`config.mk`:
```
export PLATFORM = sky130hd
export DESIGN_NAME = uart_rx_axis
export DESIGN_NICKNAME = d
export VERILOG_FILES = /design/src/rtl/uart_rx_axis.sv
export SDC_FILE = /design/constraint.sdc
export NUM_CORES = 1
export LEC_CHECK = 0
export ABC_CLOCK_PERIOD_IN_PS = 4800
export BUFFER_PORTS_ARGS = -buffer_cell sky130_fd_sc_hd__buf_2
export CAP_MARGIN = 20
export CORE_UTILIZATION = 44
export DETAILED_ROUTE_END_ITERATION = 7
export SETUP_SLACK_MARGIN = 0.4
export SLEW_MARGIN = 20
export SYNTH_ARGS = -nofsm -noshare
export SYNTH_HDL_FRONTEND = slang
export SYNTH_SLANG_ARGS = --single-unit
```
`constraint.sdc`:
```
create_clock -name clk -period 4.8 [get_ports clk]
set_input_delay 0.96 -clock clk [delete_from_list [all_inputs] [get_ports clk]]
set_output_delay 0.96 -clock clk [all_outputs]
set_load 0.005 [all_outputs]
```
`src/rtl/uart_rx_axis.sv`:
```
// UART receiver (start, DATA_WIDTH data bits LSB first, stop, no parity) feeding an AXI-stream master.
// Latency: tvalid rises about (DATA_WIDTH+1.5)*prescale*8 + 3 clk after the rxd falling edge.
// Backpressure: a single output register; a word completing while the last one is unaccepted overwrites it
// and pulses overrun_error.
// Ports: clk/rst (sync, active high), rxd serial in, prescale (bit period = prescale*8 clk),
//        m_axis_tdata/tvalid/tready output stream, busy, overrun_error and frame_error status pulses.
module uart_rx_axis #(
  parameter int DATA_WIDTH = 8
) (
  input  logic                  clk,
  input  logic                  rst,
  input  logic                  rxd,
  input  logic [15:0]           prescale,
  output logic [DATA_WIDTH-1:0] m_axis_tdata,
  output logic                  m_axis_tvalid,
  input  logic                  m_axis_tready,
  output logic                  busy,
  output logic                  overrun_error,
  output logic                  frame_error
);

  localparam int BCW = $clog2(DATA_WIDTH + 2);
  localparam logic [BCW-1:0] LAST_BIT = BCW'(DATA_WIDTH - 1);

  typedef enum logic [1:0] {IDLE, START, DATA, STOP} state_t;

  state_t                state_q;
  logic                  rxd_meta_q;
  logic                  rxd_s_q;
  logic                  armed_q;
  logic [15:0]           pre_q;
  logic [18:0]           cnt_q;
  logic [BCW-1:0]        bit_cnt_q;
  logic [DATA_WIDTH-1:0] shift_q;
  logic [DATA_WIDTH-1:0] tdata_q;
  logic                  tvalid_q;
  logic                  busy_q;
  logic                  ovr_q;
  logic                  ferr_q;

  // A prescale of 0 would give a zero-length bit; it is treated as 1.
  logic [15:0] pre_d;
  logic [18:0] half_bit_d;
  logic [18:0] full_bit_d;
  logic        cnt_zero;

  assign pre_d      = (prescale == 16'd0) ? 16'd1 : prescale;
  assign half_bit_d = {1'b0, pre_d, 2'b00} - 19'd1;
  assign full_bit_d = {pre_q, 3'b000} - 19'd1;
  assign cnt_zero   = (cnt_q == 19'd0);

  always_ff @(posedge clk) begin
    if (rst) begin
      state_q    <= IDLE;
      rxd_meta_q <= 1'b1;
      rxd_s_q    <= 1'b1;
      armed_q    <= 1'b0;
      pre_q      <= 16'd1;
      cnt_q      <= '0;
      bit_cnt_q  <= '0;
      shift_q    <= '0;
      tdata_q    <= '0;
      tvalid_q   <= 1'b0;
      busy_q     <= 1'b0;
      ovr_q      <= 1'b0;
      ferr_q     <= 1'b0;
    end else begin
      rxd_meta_q <= rxd;
      rxd_s_q    <= rxd_meta_q;
      ovr_q      <= 1'b0;
      ferr_q     <= 1'b0;
      if (tvalid_q && m_axis_tready) tvalid_q <= 1'b0;
      if (!cnt_zero) cnt_q <= cnt_q - 19'd1;

      case (state_q)
        IDLE: begin
          // A new start is only accepted after the line has been seen high,
          // so a held-low break produces a single frame error.
          if (!armed_q) begin
            armed_q <= rxd_s_q;
          end else if (!rxd_s_q) begin
            state_q <= START;
            cnt_q   <= half_bit_d;
            pre_q   <= pre_d;
            busy_q  <= 1'b1;
            armed_q <= 1'b0;
          end
        end
        START: begin
          if (cnt_zero) begin
            if (rxd_s_q) begin
              state_q <= IDLE;
              busy_q  <= 1'b0;
            end else begin
              state_q   <= DATA;
              cnt_q     <= full_bit_d;
              bit_cnt_q <= '0;
            end
          end
        end
        DATA: begin
          if (cnt_zero) begin
            // Right shift: after DATA_WIDTH samples the first bit sits at the LSB.
            shift_q <= {rxd_s_q, shift_q[DATA_WIDTH-1:1]};
            cnt_q   <= full_bit_d;
            if (bit_cnt_q == LAST_BIT) state_q <= STOP;
            else bit_cnt_q <= bit_cnt_q + BCW'(1);
          end
        end
        STOP: begin
          if (cnt_zero) begin
            state_q <= IDLE;
            busy_q  <= 1'b0;
            if (rxd_s_q) begin
              tdata_q  <= shift_q;
              tvalid_q <= 1'b1;
              ovr_q    <= tvalid_q && !m_axis_tready;
            end else begin
              ferr_q <= 1'b1;
            end
          end
        end
        default: state_q <= IDLE;
      endcase
    end
  end

  assign m_axis_tdata  = tdata_q;
  assign m_axis_tvalid = tvalid_q;
  assign busy          = busy_q;
  assign overrun_error = ovr_q;
  assign frame_error   = ferr_q;

endmodule

```
==> results.cfg <==
[route]
dr.first_iter.drc_count = 155
ant_nets = 0
drc_errors = 0
detail_route.wl_per_cell_um = 15.8
dr_total_vias = 3423
viasPerCell = 5.85
first_pass_iters = 5
routed_wl_um = 9230

[sta]
finalSetupTns_ns = 0
min_period_ns = 2.84
slew_violations = 0
hold_viol_final = 0
max_freq_mhz = 352
hold_ws_ns = 0.419
skew_ns = 0.0116
relSlewSlack = 0.333
rsz0062_at_grt = no
setup_viol_count_final = 0
tightest_slew_ns = 0.998
min_period_over_period = 0.591

[die]
fp.coreArea_um2 = 8180
die-area_um2 = 8760
die_height_um = 93.6
rows = 33
ios = 32
start_util = 0.452
die_x_um = 93.6

[logic_synthesis]
ys_async_sr_fraction = 0
synth_top_family_by_area = simple AND/OR/NAND/NOR gates
synth_compound_area_frac = 0.207
synthTopCellsByArea = dfxtp_1 35%, a21oi_1 5.3%, nand2_1 5.2%
synth_edf_count = 0
ys_seq_area_frac = 0.347
synth_top_area_share = 0.347
synth_top_area_cell = dfxtp_1
ys_ff_latch = 64
ys_dominant_reg_cell = dfxtp_1
synth_simple_gate_area_frac = 0.298
synthesis.nets = 478
syn_avg_cell_area_um2 = 8.15
synthAdderAreaFrac = 0.0169
ys_warn_count = 0
synth_xor_area_frac = 0.0403
syn_inst = 453
syn_area_um2 = 3690
synthDistinctLibCells = 62
synthMuxAreaShare = 0.0491

[global_routing]
grt_pass1_vias = 3014
track_usage = 0.226
grt_max_degree = 50
grt_pass1_wl_um = 15300
overflow = 0
antenna_found_initial = 0

[worst_setup_path]
reg2reg_to = m_axis_tdata[0]
r2r_start = cnt_q[0]
end_kind = flop
setup.worst_path.start_class = primary input
critPathArrivalTime_ns = 3.03
required_ns = 4.99
worstRegToRegCells = 7
r2r_slack_ns = 2.15
crit_type = in2reg
crit_fanout = 5

[placed_design]
hpwl_um = 6500
portBuffers = 31
gp_congestion = 0.924
placed_cells = 568

[layout]
fillers = 827
diodes = 0
drive_above_1_share = 0.148
finalNonFillerCells = 585
final_common_cell = dfxtp_1
fin_nets = 500
seqCellArea_um2 = 1280
area_growth_pct = 11.6
multi_input_area_um2 = 2260
layout_common_cells = 64 x dfxtp_1, 51 x nand2_1, 39 x a21oi_1

[run_status]
status = completed

[job]
maxCapViolCount = 0

[min_path]
min_from = rxd_meta_q
hold_path.class = reg2reg
min_path_cells = 1
holdPathEnd = rxd_s_q

[pwr]
p_sw_frac = 0.408
clkPwrFrac = 0.257
power_density_nw_per_um2 = 501
pwr-share-seq = 0.340
p_leak_nw = 1.51
internal_power_mw = 1.22
power.switching_uw = 842
ir_drop_uv = 189
comb_power_share = 0.402

[clocking]
cts.reportedPaths.clkPinSlew_ns = 0.08
clk_latency_ns = 0.34
cts_buffers = 9
cts_tree = yes
cts_root_buf = clkbuf_8
cts_resized = 0
cts_sinks = 64
htree_levels = 3
clock_path_buffers = 2
hold_buffers = 0
cts_setup_buffers = 0
-- critical path: stages --
cell	delay [ns]
buf_2	0.12
or4_1	0.54
nor3_1	0.24
a41oi_1	0.18
ha_1	0.29
nand2b_1	0.14
nor4_1	0.07
xor2_1	0.16
a22oi_1	0.23
a21oi_1	0.08
-- how the worst max path moves through the flow --
| stage | start | end | slack (ns) | cells past startpoint |
|---|---|---|---|---|
| 2_1_floorplan | prescale[10] | cnt_q[12] | 1.89 | 10 |
| 3_3_place_gp | prescale[13] | cnt_q[10] | 1.73 | 10 |
| 3_5_place_dp | prescale[11] | cnt_q[12] | 1.67 | 10 |
| 4_1_cts | state_q[0] | cnt_q[18] | 1.85 | 5 |
| 5_1_grt | prescale[11] | cnt_q[8] | 1.80 | 10 |
| 6_report | prescale[13] | cnt_q[8] | 1.96 | 10 |
-- kinds of logic after synthesis --
group / Yosys count
muxes: 18
xor gates and xnor gates: 17
DFF: 64
buffers and inverters: 34
AOI/OAI and AO/OA: 122
adders and majority gates: 5
and+or+nand+nor: 193
-- per-layer routing --
| layer | GRT usage | vias up | part of all wire |
|---|---|---|---|
| li1 | - | 1733 | - |
| met1 | 0.332 | 1602 | 0.49 |
| met2 | 0.330 | 78 | 0.44 |
| met3 | 0.0317 | 10 | 0.052 |
| met4 | 0.0923 | 0 | 0.012 |
| met5 | 0 | - | 0 |
-- layout make-up --
class | instances | area share
Tap cell | 105 | 0.0319
Clock buffer | 9 | 0.0301
Clock inverter | 7 | 0.0249
Sequential cell | 64 | 0.311
Timing Repair Buffer | 34 | 0.0431
Inverter | 11 | 0.0100
Multi-Input combinational cell | 355 | 0.549
-- through the flow --
stage	total power [mW]	area, um2	setup slack (ns)	util
after CTS	2.07	4110	1.85	0.503
after global routing	2.21	4120	1.80	0.504
after global placement	1.52	3890	1.73	0.476
after floorplan	1.37	3690	1.89	-
after detailed placement	1.54	3890	1.67	0.476
final	2.06	4120	1.96	0.504
-- power groups by stage --
stage | Combinational (mW) | Sequential, mW | Clock (mW)
6_report | 0.830 | 0.702 | 0.531
5_1_grt | 0.927 | 0.717 | 0.569
4_1_cts | 0.831 | 0.699 | 0.542
3_5_place_dp | 0.825 | 0.712 | 0
3_3_place_gp | 0.811 | 0.709 | 0
2_1_floorplan | 0.696 | 0.679 | 0
-- synthesized netlist by cell type (2+ instances only) --
cell      count
nand4b_1      2
xnor2_1      10
clkbuf_1     15
nor2_1       37
or2_2         4
and2_1        7
a211oi_1      7
o31ai_1       4
nor3_2        3
o21a_1        4
nor4b_1       2
dfxtp_1      64
a41oi_1       3
xor2_1        7
nand2b_1      8
o31a_1        5
nand3_1       9
mux2i_1      17
nor2b_1       4
nand4_1       7
o41ai_1       2
a22oi_1       5
a21boi_0      2
ha_1          5
o211ai_1      3
or3_1         8
or4_4         2
nand2_1      51
o311ai_0      2
buf_2         5
nor4_4        2
nor4_1       17
a21oi_1      39
o21ai_0      26
or4_1         6
a31oi_1       9
o22ai_1       2
inv_1        10
nor3_1       12
a211o_1       2
buf_6         3
-- sequential cells by signal, summed over array words and instances, names as in the netlist, named ones only --
name           count
armed_q            1
bit_cnt_q          4
busy               1
cnt_q             19
frame_error        1
m_axis_tdata       8
m_axis_tvalid      1
overrun_error      1
pre_q             16
rxd_meta_q         1
rxd_s_q            1
shift_q            8
state_q            1
(Power assumes the default switching activity.)
